### config.mk
export PLATFORM = sky130hd
export DESIGN_NAME = snoop_responder
export DESIGN_NICKNAME = d
export VERILOG_FILES = /design/src/rtl/cache_coherence_pkg.sv /design/src/rtl/snoop_responder.sv
export SDC_FILE = /design/constraint.sdc
export NUM_CORES = 1
export LEC_CHECK = 0
export CAP_MARGIN = 40
export CORE_UTILIZATION = 40
export CTS_BUF_LIST = sky130_fd_sc_hd__clkbuf_4 sky130_fd_sc_hd__clkbuf_8 sky130_fd_sc_hd__clkbuf_16
export DETAILED_ROUTE_END_ITERATION = 12
export PLACE_DENSITY = 0.85
export SETUP_SLACK_MARGIN = 0.05
export SLEW_MARGIN = 10
export SYNTH_ARGS = -nofsm -noshare
export SYNTH_HDL_FRONTEND = slang
export SYNTH_SLANG_ARGS = --single-unit
### constraint.sdc
create_clock -name clk -period 2.6 [get_ports clk]
set_clock_uncertainty 0.15 [all_clocks]
set_input_delay 0.52 -clock clk [delete_from_list [all_inputs] [get_ports clk]]
set_output_delay 0.52 -clock clk [all_outputs]
set_load 0.1 [all_outputs]
### src/rtl/cache_coherence_pkg.sv
// Shared coherence types: bus snoop ops, MESI line states and the
// snoop responder FSM states, plus the MESI snoop next-state function.
package cache_coherence_pkg;

    typedef enum logic [1:0] {
        OP_NONE    = 2'b00,
        OP_BUSRD   = 2'b01,
        OP_BUSUPGR = 2'b10,
        OP_BUSRDX  = 2'b11
    } bus_op_t;

    typedef enum logic [1:0] {
        MESI_I = 2'b00,
        MESI_S = 2'b01,
        MESI_E = 2'b10,
        MESI_M = 2'b11
    } mesi_t;

    typedef enum logic [1:0] {
        SNP_IDLE    = 2'b00,
        SNP_LOOKUP  = 2'b01,
        SNP_RESPOND = 2'b10
    } snoop_state_t;

    // New local state after another agent's op is observed on the bus.
    function automatic mesi_t mesi_snoop_next(input bus_op_t op,
                                              input mesi_t cur);
        mesi_t nxt;
        nxt = cur;
        case (op)
            OP_BUSRD:              if (cur != MESI_I) nxt = MESI_S;
            OP_BUSUPGR, OP_BUSRDX: nxt = MESI_I;
            default:               nxt = cur;
        endcase
        return nxt;
    endfunction

endpackage

### src/rtl/snoop_responder.sv
// Snoop responder: looks up snooped bus ops in the local L1 array,
// supplies data, downgrades MESI state and flags illegal upgrades.
module snoop_responder
    import cache_coherence_pkg::*;
#(
    parameter int INDEX_BITS = 6,
    parameter int TAG_BITS   = 30 - INDEX_BITS
) (
    input  logic                  clk,
    input  logic                  reset,
    input  logic [1:0]            bus_operation_in,
    input  logic [31:0]           bus_address_in,
    output logic [31:0]           bus_data_out,
    output logic                  cache_hit_out,
    output logic                  dirty_out,
    output logic                  snoop_busy,
    output logic                  arr_rd_en,
    output logic [INDEX_BITS-1:0] arr_index,
    input  logic [TAG_BITS-1:0]   arr_tag_in,
    input  logic [1:0]            arr_state_in,
    input  logic [31:0]           arr_data_in,
    output logic                  arr_wr_en,
    output logic [1:0]            arr_state_out,
    output logic                  protocol_err
);

    snoop_state_t          state;
    logic                  armed;
    bus_op_t               op_q;
    logic [TAG_BITS-1:0]   tag_q;
    logic [INDEX_BITS-1:0] idx_q;
    logic                  wr_q;

    bus_op_t op_in;
    logic    accept;
    mesi_t   cur_state;
    mesi_t   nxt_state;
    logic    hit;
    logic    supply;
    logic    illegal;
    logic    unused_addr;

    assign op_in       = bus_op_t'(bus_operation_in);
    assign unused_addr = ^bus_address_in[1:0];

    // Accept a fresh op only from IDLE; a held op needs a NONE to re-arm.
    assign accept = !reset && (state == SNP_IDLE)
                  && (op_in != OP_NONE) && armed;

    assign arr_rd_en  = accept;
    assign arr_index  = accept ? bus_address_in[INDEX_BITS+1:2] : idx_q;
    assign snoop_busy = accept || (!reset && state != SNP_IDLE);
    // Reset in RESPOND must not let the state write reach the array.
    assign arr_wr_en  = wr_q && !reset;

    // Decode the array read returned during LOOKUP.
    always_comb begin
        cur_state = mesi_t'(arr_state_in);
        hit       = (arr_tag_in == tag_q) && (cur_state != MESI_I);
        nxt_state = mesi_snoop_next(op_q, cur_state);
        supply    = hit && !(op_q == OP_BUSUPGR && cur_state == MESI_S);
        illegal   = hit && (op_q == OP_BUSUPGR) && (cur_state != MESI_S);
    end

    // Snoop FSM with one-cycle registered response pulse in RESPOND.
    always_ff @(posedge clk) begin
        if (reset) begin
            state         <= SNP_IDLE;
            armed         <= 1'b1;
            op_q          <= OP_NONE;
            tag_q         <= '0;
            idx_q         <= '0;
            wr_q          <= 1'b0;
            cache_hit_out <= 1'b0;
            dirty_out     <= 1'b0;
            bus_data_out  <= 32'h0;
            arr_state_out <= 2'b00;
            protocol_err  <= 1'b0;
        end else begin
            wr_q          <= 1'b0;
            cache_hit_out <= 1'b0;
            dirty_out     <= 1'b0;
            bus_data_out  <= 32'h0;
            arr_state_out <= 2'b00;
            if (op_in == OP_NONE) begin
                armed <= 1'b1;
            end else if (accept) begin
                armed <= 1'b0;
            end
            case (state)
                SNP_IDLE: begin
                    if (accept) begin
                        op_q  <= op_in;
                        tag_q <= bus_address_in[31:INDEX_BITS+2];
                        idx_q <= bus_address_in[INDEX_BITS+1:2];
                        state <= SNP_LOOKUP;
                    end
                end
                SNP_LOOKUP: begin
                    cache_hit_out <= hit;
                    dirty_out     <= supply && (cur_state == MESI_M);
                    bus_data_out  <= supply ? arr_data_in : 32'h0;
                    wr_q          <= hit && (nxt_state != cur_state);
                    arr_state_out <= hit ? nxt_state : MESI_I;
                    if (illegal) protocol_err <= 1'b1;
                    state         <= SNP_RESPOND;
                end
                SNP_RESPOND: state <= SNP_IDLE;
                default:     state <= SNP_IDLE;
            endcase
        end
    end

endmodule

==> results of run 1 <==
[power groups by stage]
stage	sequential (mW)	combinational [mW]	clock (mW)
2_1_floorplan	1.19	0.242	0
3_3_place_gp	1.20	0.463	0
3_5_place_dp	1.20	0.472	0
4_1_cts	1.18	0.490	1.13
5_1_grt	1.18	0.525	1.18
6_report	1.18	0.494	1.11
[area by class of cell]
class / count / area, um^2 / area share
repair buffers: 156 / 1526 / 0.3264
repair inverters: 1 / 7.507 / 0.001605
clock inverters: 4 / 97.59 / 0.02087
inverters: 35 / 136.4 / 0.02916
flip-flops and latches: 73 / 1468 / 0.3138
multi-input cells: 182 / 1156 / 0.2472
well taps: 96 / 120.1 / 0.02568
clock buffers: 12 / 165.2 / 0.03531
[worst max-delay path by stage]
stage / start / to / slack (ns) / depth (start not counted)
after floorplan: bus_operation_in[0] / arr_index[5] / 0.1 / 6
after global placement: bus_operation_in[0] / arr_index[4] / -0.33 / 6
after detailed placement: bus_operation_in[0] / arr_index[4] / -0.36 / 6
after CTS: armed$_SDFFE_PP1P_ / arr_index[5] / 0.02 / 5
after global routing: state[0]$_SDFFE_PP0P_ / arr_index[5] / 0.005 / 4
final: state[1]$_SDFFE_PP0P_ / arr_index[5] / 0.05 / 4
[Yosys cell counts, types with 2 or more instances]
master	number	area share
nand2_1	55	0.073
nor2_1	7	0.0093
buf_1	2	0.0026
mux2_2	5	0.020
nor2b_1	6	0.013
nor4_1	3	0.0066
nor3_1	16	0.028
dfxtp_1	73	0.51
or4_1	2	0.0053
clkbuf_1	5	0.0066
xor2_1	14	0.043
inv_1	34	0.045
xnor2_1	10	0.031
nor4bb_1	2	0.0071
nor3_2	20	0.071
nand4_1	5	0.011
buf_2	2	0.0035
buf_6	7	0.028
a21oi_1	29	0.051
[flip-flops by register name (all words and copies together), names as in the netlist]
signal and flops:
armed 1, arr_state_out 2, bus_data_out 32, cache_hit_out 1, dirty_out 1, idx_q 6
op_q 2, protocol_err 1, state 2, tag_q 24, wr_q 1
[metal layers]
| metal | GRT usage | part of all wire |
|---|---|---|
| met1 | 0.2251 | 0.44 |
| met2 | 0.3160 | 0.47 |
| met3 | 0.06857 | 0.085 |
| met4 | 0.06515 | 0.012 |
| met5 | 0 | 0 |
[repair_timing]
item | in CTS | in global routing
pin swaps | 1 | 1
setup endpoints to repair | 7 | 7
cloned | 1 | 0
gates resized for setup | 20 | 3
buffers inserted | 2 | 3
[cell families (layout without fill, tap and decap cells)]
group	Yosys count	count (layout)	share of synthesized area
AND/OR/NAND/NOR	120	120	0.2394
flip-flops	73	73	0.5150
buffers and inverters	52	208	0.08951
AO/OA/AOI/OAI	32	32	0.05688
XOR/XNOR	24	24	0.07407
multiplexers	6	6	0.02513
[tightest hold or removal path: stages (launching register included)]
cell,delay [ns]
dfxtp_1,0.32
nand2_1,0.05
a21oi_1,0.05
[per-stage QoR]
step	std cells	hold slack, ns	area (um^2)	worst slack [ns]
after floorplan	307	0.2845	2844	0.09935
after global placement	537	0.3048	4342	-0.3307
after detailed placement	537	0.3116	4342	-0.3569
after CTS	556	0.3146	4649	0.02489
after global routing	559	0.3355	4677	0.004651
final	559	0.3171	4677	0.05318
==> results.py, run 1 <==
metrics = {
    "worst_setup_path": {
        "critical_path_class": "flop to output port",
        "slowest_stage": "or4_4",
        "crit_buf_inv": 2,
        "crit_fanout": 4,
        "path_cells": "or4_4 > clkinvlp_4 > mux2_4 > buf_12",
        "reg2reg_to": "arr_state_out[0]$_SDFF_PP0_",
        "critical_path.top_delay_family": "simple AND/OR/NAND/NOR gates",
        "critPathArrivalTime_ns": 1.88,
        "reg2regPathDepth": 5,
        "cpPeakStageDelay_ns": 0.57,
        "regToRegStartpoint": "tag_q[9]$_SDFFE_PP0P_",
        "worst_setup_path_start_kind": "flop",
        "worstPathRequired_ns": 1.93,
        "cp-end-kind": "output port",
        "r2r_slack_ns": 0.52,
    },
    "route": {
        "postRouteAntennaNets": 0,
        "via_count": 2529,
        "dr.pass1.iters": 4,
        "wl_per_cell_um": 12.56,
        "drc": 0,
        "drt_wl_total_um": 7019,
        "dr.first_iter.drc_count": 51,
        "viasPerCell": 4.524,
    },
    "cts": {
        "cts_tree": "yes",
        "cts_num_sinks": 73,
        "clkTransAtPathRegs_ns": 0.07,
        "cts-hold-fix-buffers": 0,
        "clock_latency_ns": 0.33,
        "tritoncts.num_buffers": 9,
        "cts_root_buf": "clkbuf_8",
        "clockBufferDepth": 2,
        "cts_max_level": 3,
    },
    "cells_and_area": {
        "layout-drive-gt1-share": 0.2613,
        "final.fill_count": 529,
        "mostFrequentLayoutCell": "clkdlybuf4s50_1",
        "num-nets-final": 552,
        "layout_common_cells": "clkdlybuf4s50_1, dfxtp_1, nand2_1, buf_4, inv_1",
        "post-route-util": 0.6846,
        "area_growth_pct": 64.81,
        "antennaDiodeCount": 0,
    },
    "grt": {
        "antenna_found_initial": 0,
        "grt_pass1_vias": 2410,
        "overflow": 0,
        "grt_max_degree": 37,
        "grt_usage": 0.1892,
        "grt_pass1_wl_um": 10930,
    },
    "timing": {
        "rsz0062_at_grt": "yes",
        "hold_viol": 0,
        "period_share": 0.9795,
        "finalSetupViolations": 0,
        "fin_tns_setup_ns": 0,
        "min_period_ns": 2.547,
        "slew_violations": 0,
        "slew_headroom": 0.7464,
        "worst_pin_slew_ns": 0.3804,
        "fmax_mhz": 392.6,
    },
    "pwr": {
        "p_leak_nw": 1.943,
        "pwr-share-clk": 0.400,
        "comb_power_share": 0.178,
        "p_total_mw": 2.784,
        "swShare": 0.2357,
        "power_density_nw_per_um2": 595.3,
        "p_seq_frac": 0.422,
        "p_int_mw": 2.128,
        "switchingPower_mw": 0.6563,
        "ir_worst_vdd_v": 0.0003533,
    },
    "synth": {
        "yosysWarnings": 0,
        "synth_cell_types": 29,
        "yosys_most_used_dff": "dfxtp_1",
        "synthCells": 307,
        "synth-edff-count": 0,
        "synth.cell_area_um2": 2838,
        "synth_area_per_cell_um2": 9.243,
        "seq_area_frac_synth": 0.5150,
        "ys_seq_elements": 73,
        "synth_nets": 401,
        "async_flop_share": 0,
    },
    "floorplan": {
        "design.core.area_um2": 6832,
        "die_y_um": 86.23,
        "die_x_um": 86.23,
        "std_cell_rows": 30,
        "start_util": 0.4154,
        "pin_count": 140,
        "dieArea_um2": 7435,
    },
    "worst_hold_path": {
        "holdPathStages": 2,
        "hold_class": "flop to flop",
        "hold_path.startpoint": "tag_q[1]$_SDFFE_PP0P_",
        "min_to": "tag_q[1]$_SDFFE_PP0P_",
    },
    "flow_run": {
        "cap_violations": 0,
    },
    "placed_design": {
        "io_buffers": 137,
        "place.gp.congestion": 0.7724,
        "post-dp-hpwl_um": 5124,
    },
    "outcome": {
        "status": "finished, final reports clean",
    },
}
No activity file was read; power rests on OpenSTA's default activity.
==> run 2, diff against run 1 <==
CORE_ASPECT_RATIO = 1.75   (was default)
GPL_TIMING_DRIVEN = 1   (was default)
MAX_ROUTING_LAYER = met4   (was default)
==> run 2 against run 1 <==
Sequential share of layout area decreased by 0.30 points. Fmax decreased by 0.39%. Combinational power about the same. Utilization increased by 0.30 points. Largest power group is now clock.
==> results.py, run 2 (synthesized netlist as in run 1, its figures left out) <==
metrics = {
    "timing": {
        "rsz0062_at_grt": "yes",
        "hold_viol": 0,
        "slew_violations": 0,
        "period_share": 0.9834,
        "slew_headroom": 0.6835,
        "worst_pin_slew_ns": 0.4705,
        "fmax_mhz": 391.1,
        "finalSetupViolations": 0,
        "min_period_ns": 2.557,
    },
    "worst_setup_path": {
        "critical_path_class": "flop to output port",
        "worstPathRequired_ns": 1.93,
        "worst_setup_path_start_kind": "flop",
        "cp-end-kind": "output port",
        "crit_fanout": 3,
        "critPathArrivalTime_ns": 1.89,
    },
    "pwr": {
        "ir_worst_vdd_v": 0.0005502,
        "power_density_nw_per_um2": 654.8,
        "pwr-share-clk": 0.459,
        "p_leak_nw": 1.963,
        "p_seq_frac": 0.381,
        "swShare": 0.2283,
        "switchingPower_mw": 0.7048,
        "p_int_mw": 2.382,
        "comb_power_share": 0.159,
    },
    "outcome": {
        "status": "finished, final reports clean",
    },
    "placed_design": {
        "place_inst": 523,
        "io_buffers": 137,
        "placed_area_um2": 4312,
        "place.gp.congestion": 0.7030,
        "post-dp-hpwl_um": 5178,
    },
    "grt": {
        "grt_pass1_wl_um": 11160,
        "antenna_found_initial": 0,
        "grt_max_degree": 39,
        "grt_usage": 0.2053,
        "overflow": 0,
        "grt_pass1_vias": 2571,
    },
    "cells_and_area": {
        "multi_input_area_um2": 1156,
        "finalNonFillerCells": 543,
        "mostFrequentLayoutCell": "clkdlybuf4s50_1",
        "area_growth_pct": 66.14,
        "postLayoutCellArea_um2": 4715,
        "post-route-util": 0.6876,
        "layout_common_cells": "clkdlybuf4s50_1, dfxtp_1, nand2_1, buf_4, inv_1",
        "num-nets-final": 548,
        "largest_reg_flops": 32,
        "top_register": "bus_data_out",
        "final.fill_count": 527,
        "seq_area_um2": 1465,
        "layout-drive-gt1-share": 0.2549,
        "antennaDiodeCount": 0,
        "reg.largest.list": "bus_data_out: 32 flops, tag_q: 24 flops, idx_q: 6 flops",
    },
    "cts": {
        "clock_latency_ns": 0.33,
        "cts_num_sinks": 73,
        "clkTransAtPathRegs_ns": 0.06,
        "cts_root_buf": "clkbuf_16",
        "cts_tree": "yes",
        "cts_max_level": 3,
        "clockBufferDepth": 2,
        "tritoncts.num_buffers": 9,
    },
    "floorplan": {
        "design.core.area_um2": 6857,
        "die_y_um": 113.4,
        "pin_count": 140,
        "die_x_um": 65.67,
        "std_cell_rows": 40,
        "start_util": 0.4139,
        "dieArea_um2": 7449,
    },
    "route": {
        "wl_per_cell_um": 13.03,
        "viasPerCell": 4.661,
        "drc": 0,
        "via_count": 2531,
        "postRouteAntennaNets": 0,
        "dr.pass1.iters": 4,
        "drt_wl_total_um": 7074,
        "dr.first_iter.drc_count": 149,
    },
    "worst_hold_path": {
        "hold_class": "flop to flop",
    },
    "flow_run": {
        "cap_violations": 0,
    },
}
==> run 2: cell count changes in the layout (fill, tap and decap cells not counted), sizes merged <==
cell and delta:
clkinv +1, clkbuf -1, clkdlybuf4s15 -1, buf -4
dlygate4sd2 +1
==> run 2: repair_timing <==
| action | 4_1_cts | 5_1_grt |
|---|---|---|
| pin swaps | 1 | 0 |
| endpoints found under the setup margin | 7 | 7 |
| hold buffers | 0 | 0 |
| cloned | 1 | 0 |
| buffers inserted | 3 | 0 |
| gates resized for setup | 21 | 0 |
==> run 2: worst paths after layout <==
| kind | startpoint | endpoint | slack, ns | cells after the start |
|---|---|---|---|---|
| worst min-delay path | tag_q[16]$_SDFFE_PP0P_ | tag_q[16]$_SDFFE_PP0P_ | 0.31 | 2 |
| worst min register to register | tag_q[16]$_SDFFE_PP0P_ | tag_q[16]$_SDFFE_PP0P_ | 0.31 | 2 |
| worst max register to register | state[0]$_SDFFE_PP0P_ | arr_state_out[0]$_SDFF_PP0_ | 0.53 | 6 |
| worst max-delay path | armed$_SDFFE_PP1P_ | arr_index[5] | 0.04 | 5 |
==> run 2: power by group through the flow <==
stage	Sequential, mW	Combinational, mW	Clock, mW
2_1_floorplan	1.19	0.242	0
6_report	1.18	0.491	1.42
4_1_cts	1.18	0.493	1.45
3_5_place_dp	1.20	0.473	0
5_1_grt	1.18	0.523	1.49
3_3_place_gp	1.20	0.465	0
==> run 2: worst max-delay path, stage by stage (launching register included) <==
cell,delay (ns)
dfxtp_2,0.33
o21ai_2,0.06
or4_4,0.54
clkinvlp_4,0.13
mux2_4,0.33
buf_12,0.17
==> run 2: metrics by stage <==
step | setup slack, ns | TNS [ns] | hold slack (ns) | power, mW
6_report | 0.04316 | 0 | 0.3145 | 3.087
3_5_place_dp | -0.4017 | -3.326 | 0.3094 | 1.673
3_3_place_gp | -0.3352 | -2.351 | 0.3047 | 1.663
5_1_grt | -0.005000 | -0.005000 | 0.3270 | 3.190
4_1_cts | 0.04677 | 0 | 0.3171 | 3.120
2_1_floorplan | 0.09935 | 0 | 0.2845 | 1.437
==> run 2: area by class of cell <==
class / count / share of cell area
Timing Repair inverter: 1 / 0.001592
Clock inverter: 5 / 0.02176
Multi-Input combinational cell: 182 / 0.2452
Inverter: 35 / 0.02893
Tap cell: 84 / 0.02229
Sequential cell: 73 / 0.3108
Timing Repair Buffer: 152 / 0.3171
Clock buffer: 11 / 0.05228
==> run 2: layer usage <==
metal	track usage	wire, um
met1	0.1925	2491
met2	0.3612	3896
met5	-	0
met3	0.06000	438
met4	0.1130	248
==> run 3, diff against run 2 <==
PLACE_DENSITY = default   (was 0.85)
PLACE_DENSITY_LB_ADDON = 0.05   (was default)
==> run 3 against run 2 <==
Highest routed layer unchanged. Largest power group unchanged. Largest cell class unchanged. Power down 5.0%. Global-route usage down 1.3 points. Hold slack worse by 0.0038 ns. Critical path depth down 1. Utilization down 0.60 points. Sequential cell count unchanged. Sequential power about the same. Setup slack better by 0.049 ns.
==> results.py, run 3 (synthesized netlist as in run 1, its figures left out) <==
metrics = {
    "outcome": {
        "status": "finished, final reports clean",
    },
    "route": {
        "drc": 0,
        "postRouteAntennaNets": 0,
        "viasPerCell": 4.553,
        "wl_per_cell_um": 12.23,
        "drt_wl_total_um": 6617,
        "dr.first_iter.drc_count": 108,
        "dr.pass1.iters": 5,
        "via_count": 2463,
    },
    "cts": {
        "cts_tree": "yes",
        "clockBufferDepth": 2,
        "clkTransAtPathRegs_ns": 0.05,
        "tritoncts.num_buffers": 9,
        "cts_root_buf": "clkbuf_16",
        "cts_num_sinks": 73,
        "cts_max_level": 3,
        "clock_latency_ns": 0.33,
    },
    "cells_and_area": {
        "area_growth_pct": 64.68,
        "top_register": "bus_data_out",
        "layout_common_cells": "clkdlybuf4s50_1, dfxtp_1, nand2_1, buf_4, inv_1",
        "final.fill_count": 592,
        "post-route-util": 0.6816,
        "layout-drive-gt1-share": 0.2516,
        "num-nets-final": 546,
        "reg.largest.list": "bus_data_out: 32 flops, tag_q: 24 flops, idx_q: 6 flops",
        "antennaDiodeCount": 0,
        "largest_reg_flops": 32,
        "mostFrequentLayoutCell": "clkdlybuf4s50_1",
    },
    "grt": {
        "grt_pass1_vias": 2356,
        "grt_max_degree": 39,
        "overflow": 0,
        "grt_usage": 0.1928,
        "antenna_found_initial": 0,
        "grt_pass1_wl_um": 10380,
    },
    "timing": {
        "fmax_mhz": 398.8,
        "worst_pin_slew_ns": 0.5365,
        "fin_tns_setup_ns": 0,
        "slew_violations": 0,
        "min_period_ns": 2.507,
        "rsz0062_at_grt": "no",
        "holdWs_ns": 0.3107,
        "slew_headroom": 0.6390,
        "period_share": 0.9644,
        "hold_viol": 0,
        "finalSetupViolations": 0,
    },
    "pwr": {
        "ir_worst_vdd_v": 0.0004535,
        "p_leak_nw": 1.951,
        "power_density_nw_per_um2": 627.2,
    },
    "worst_setup_path": {
        "reg2regPathDepth": 6,
        "cpPeakStageDelay_ns": 0.58,
        "cp-end-kind": "output port",
        "worst_setup_path_start_kind": "flop",
        "critical_path_class": "flop to output port",
        "worstPathRequired_ns": 1.93,
        "slowest_stage": "or4_4",
        "regToRegStartpoint": "state[1]$_SDFFE_PP0P_",
        "reg2reg_to": "arr_state_out[0]$_SDFF_PP0_",
        "critPathArrivalTime_ns": 1.84,
        "path_cells": "or4_4 > inv_8 > mux2_4 > buf_12",
        "r2r_slack_ns": 0.51,
        "crit_fanout": 8,
    },
    "floorplan": {
        "pin_count": 140,
        "dieArea_um2": 7449,
        "design.core.area_um2": 6857,
        "std_cell_rows": 40,
        "die_x_um": 65.67,
        "die_y_um": 113.4,
        "start_util": 0.4139,
    },
    "placed_design": {
        "io_buffers": 137,
        "place.gp.congestion": 0.7394,
        "post-dp-hpwl_um": 4807,
    },
    "worst_hold_path": {
        "hold_path.startpoint": "bus_operation_in[0]",
        "holdPathStages": 3,
        "hold_class": "primary input to flop",
        "min_to": "op_q[0]$_SDFFE_PP0P_",
    },
    "flow_run": {
        "cap_violations": 0,
    },
}
==> run 3: layout make-up <==
class                           count  area, um^2  area share
Tap cell                           84       105.1     0.02249
Inverter                           35       138.9     0.02972
Clock inverter                      2       35.03    0.007497
Timing Repair Buffer              151        1489      0.3186
Multi-Input combinational cell    182        1156      0.2474
Clock buffer                       14       281.5     0.06024
Sequential cell                    73        1468      0.3141
==> run 3: through the flow <==
stage               area (um^2)  setup slack (ns)  std cells  power [mW]
CTS                        4646           0.06156        538       2.956
global placement           4297           -0.3588        521       1.661
detailed placement         4297           -0.3806        521       1.668
global route               4673           0.04797        541       3.045
floorplan                  2844           0.09935        307       1.437
finish                     4673           0.09252        541       2.931
==> run 3: timing repair <==
action / 4_1_cts / 5_1_grt
resized for setup: 21 / 3
pin swaps: 2 / 1
setup endpoints to repair: 7 / 7
hold endpoints to repair: 0 / 0
hold buffers: 0 / 0
setup buffers: 1 / 3
==> run 3: layer usage <==
layer / global-route usage / wire length (um)
met5: - / 0
met4: 0.09565 / 109
met3: 0.05800 / 450
met2: 0.3231 / 3458
met1: 0.1991 / 2598
==> run 3: worst max-delay path by stage <==
stage                          startpoint      endpoint  depth (start not counted)
finish              state[0]$_SDFFE_PP0P_  arr_index[4]                          4
global route        state[0]$_SDFFE_PP0P_  arr_index[4]                          4
CTS                 state[0]$_SDFFE_PP0P_  arr_index[2]                          4
detailed placement    bus_operation_in[0]  arr_index[2]                          6
global placement      bus_operation_in[0]  arr_index[2]                          6
floorplan             bus_operation_in[0]  arr_index[5]                          6
==> run 3: report_power, final <==
part / total (mW) / leakage, nW / switching, mW / internal (mW)
Combinational: 0.484 / 1.20 / 0.229 / 0.255
Clock: 1.27 / 0.160 / 0.432 / 0.841
Sequential: 1.18 / 0.593 / 0.0214 / 1.15
==> run 3: worst max-delay path, delay by kind of cell (launching register included) <==
family / cells / cell delay, ns
AND/OR/NAND/NOR: 1 / 0.58
buffers and inverters: 2 / 0.28
flip-flops: 1 / 0.33
multiplexers: 1 / 0.32
==> edit, RTL diff (settings of run 1) <==
Make the reset (`reset`) asynchronous in one clocked block.
--- a/src/rtl/snoop_responder.sv
+++ b/src/rtl/snoop_responder.sv
@@ -65,3 +65,3 @@
     // Snoop FSM with one-cycle registered response pulse in RESPOND.
-    always_ff @(posedge clk) begin
+    always_ff @(posedge clk or posedge reset) begin
         if (reset) begin
Function: differs if reset is asserted again (counterexample within 4 cycles, from zero or initial values and one cycle with reset high); with reset held inactive, the same outputs for 10 cycles.
==> edit against run 1 <==
- die area grew 14%
- the run now ends with setup timing left
- area after synthesis grew 15%
- routed wire length grew 8.5%
- design area grew 11%
- register-to-register slack lost 300 ps
- synthesized cell count shrank 27%
- core utilization shrank 2.1 points
- sequential share of layout area grew 3.9 points
- maximum frequency shrank 3.9%
- sequential cell count is the same
- setup slack lost 100 ps
Power is not compared: it rests on default switching activity, and its combinational part moved more than twofold at a synthesized area within 25%.
==> edit: results <==
set metrics [dict create \
    ys_seq_area_share_pct 56.2 \
    wl_met1_um 3020 \
    crit_path_start "reset" \
    arrival_ps 1980 \
    status "finished with violations" \
    grt_max_degree 67 \
    grt_pass1_vias 2526 \
    n_all_inverters 4 \
    clkbuf_count 10 \
    vias 2378 \
    met2_length_um 3880 \
    gp_congestion 0.710 \
    multi_input_area_share_pct 26.1 \
    setup_viol 6 \
    grt_use_met2_pct 33.0 \
    grt_util_all_layers_pct 19.0 \
    timing.rr.end "tag_q[23]$_DFFE_PP0P_" \
    reg2reg_from "armed$_DFFE_PP1P_" \
    dpl.hpwl_um 5420 \
    post_drt_wl_per_cell_um 15.8 \
    r2r_cells 8 \
    drive_above_1_share_pct 32.0 \
    fin_total_pwr_mw 3.67 \
    setup_slack_ps -49.5 \
    setup-tns-final_ps -252 \
    synthArstFlopShare_pct 100 \
    violations "setup timing" \
    vias_per_cell 4.92 \
    place_ws_ps -262 \
    grt_pass1_wl_um 12300 \
    met3_usage_pct 5.64 \
    slowest_delay_ps 330 \
    r2r_setup_slack_ps 220 \
    grt_use_met1_pct 21.9 \
]
==> edit: cell count changes after synthesis, moves of 20 or more <==
| cell | run 1 | this run |
|---|---|---|
| nor4b_2 | 0 | 25 |
| dfxtp_1 | 73 | 0 |
| nand2_1 | 55 | 8 |
| nor3_2 | 20 | 0 |
| inv_1 | 34 | 3 |
| mux2_1 | 0 | 35 |
| dfrtp_1 | 0 | 72 |
| a21oi_1 | 29 | 2 |
==> edit: how the worst min path moves through the flow <==
| stage | end | startpoint | slack (ps) | cells after the start |
|---|---|---|---|---|
| after floorplan | idx_q[0]$_DFFE_PP0P_ | idx_q[0]$_DFFE_PP0P_ | 300 | 1 |
| after global placement | idx_q[1]$_DFFE_PP0P_ | idx_q[1]$_DFFE_PP0P_ | 320 | 1 |
| after detailed placement | protocol_err$_DFFE_PP0P_ | protocol_err$_DFFE_PP0P_ | 320 | 2 |
| after CTS | cache_hit_out$_DFF_PP0_ | reset | 250 | 3 |
| after global routing | bus_data_out[26]$_DFF_PP0_ | reset | 270 | 3 |
| final | cache_hit_out$_DFF_PP0_ | reset | 260 | 3 |
==> edit: repair_timing <==
item	in CTS	in global routing
gates cloned	1	0
buffers inserted	3	1
setup endpoints to repair	8	7
pin swaps	2	0
resized for setup	12	2
==> edit: logic make-up (layout without fill, tap and decap cells) <==
| logic type | after synthesis | in the layout | share of synthesized area (%) |
|---|---|---|---|
| XOR/XNOR | 20 | 20 | 5.39 |
| flip-flops | 73 | 73 | 56.2 |
| AND/OR/NAND/NOR | 66 | 66 | 19.6 |
| AO/OA/AOI/OAI | 11 | 11 | 2.65 |
| multiplexers | 35 | 35 | 12.1 |
| buffers and inverters | 19 | 176 | 4.00 |
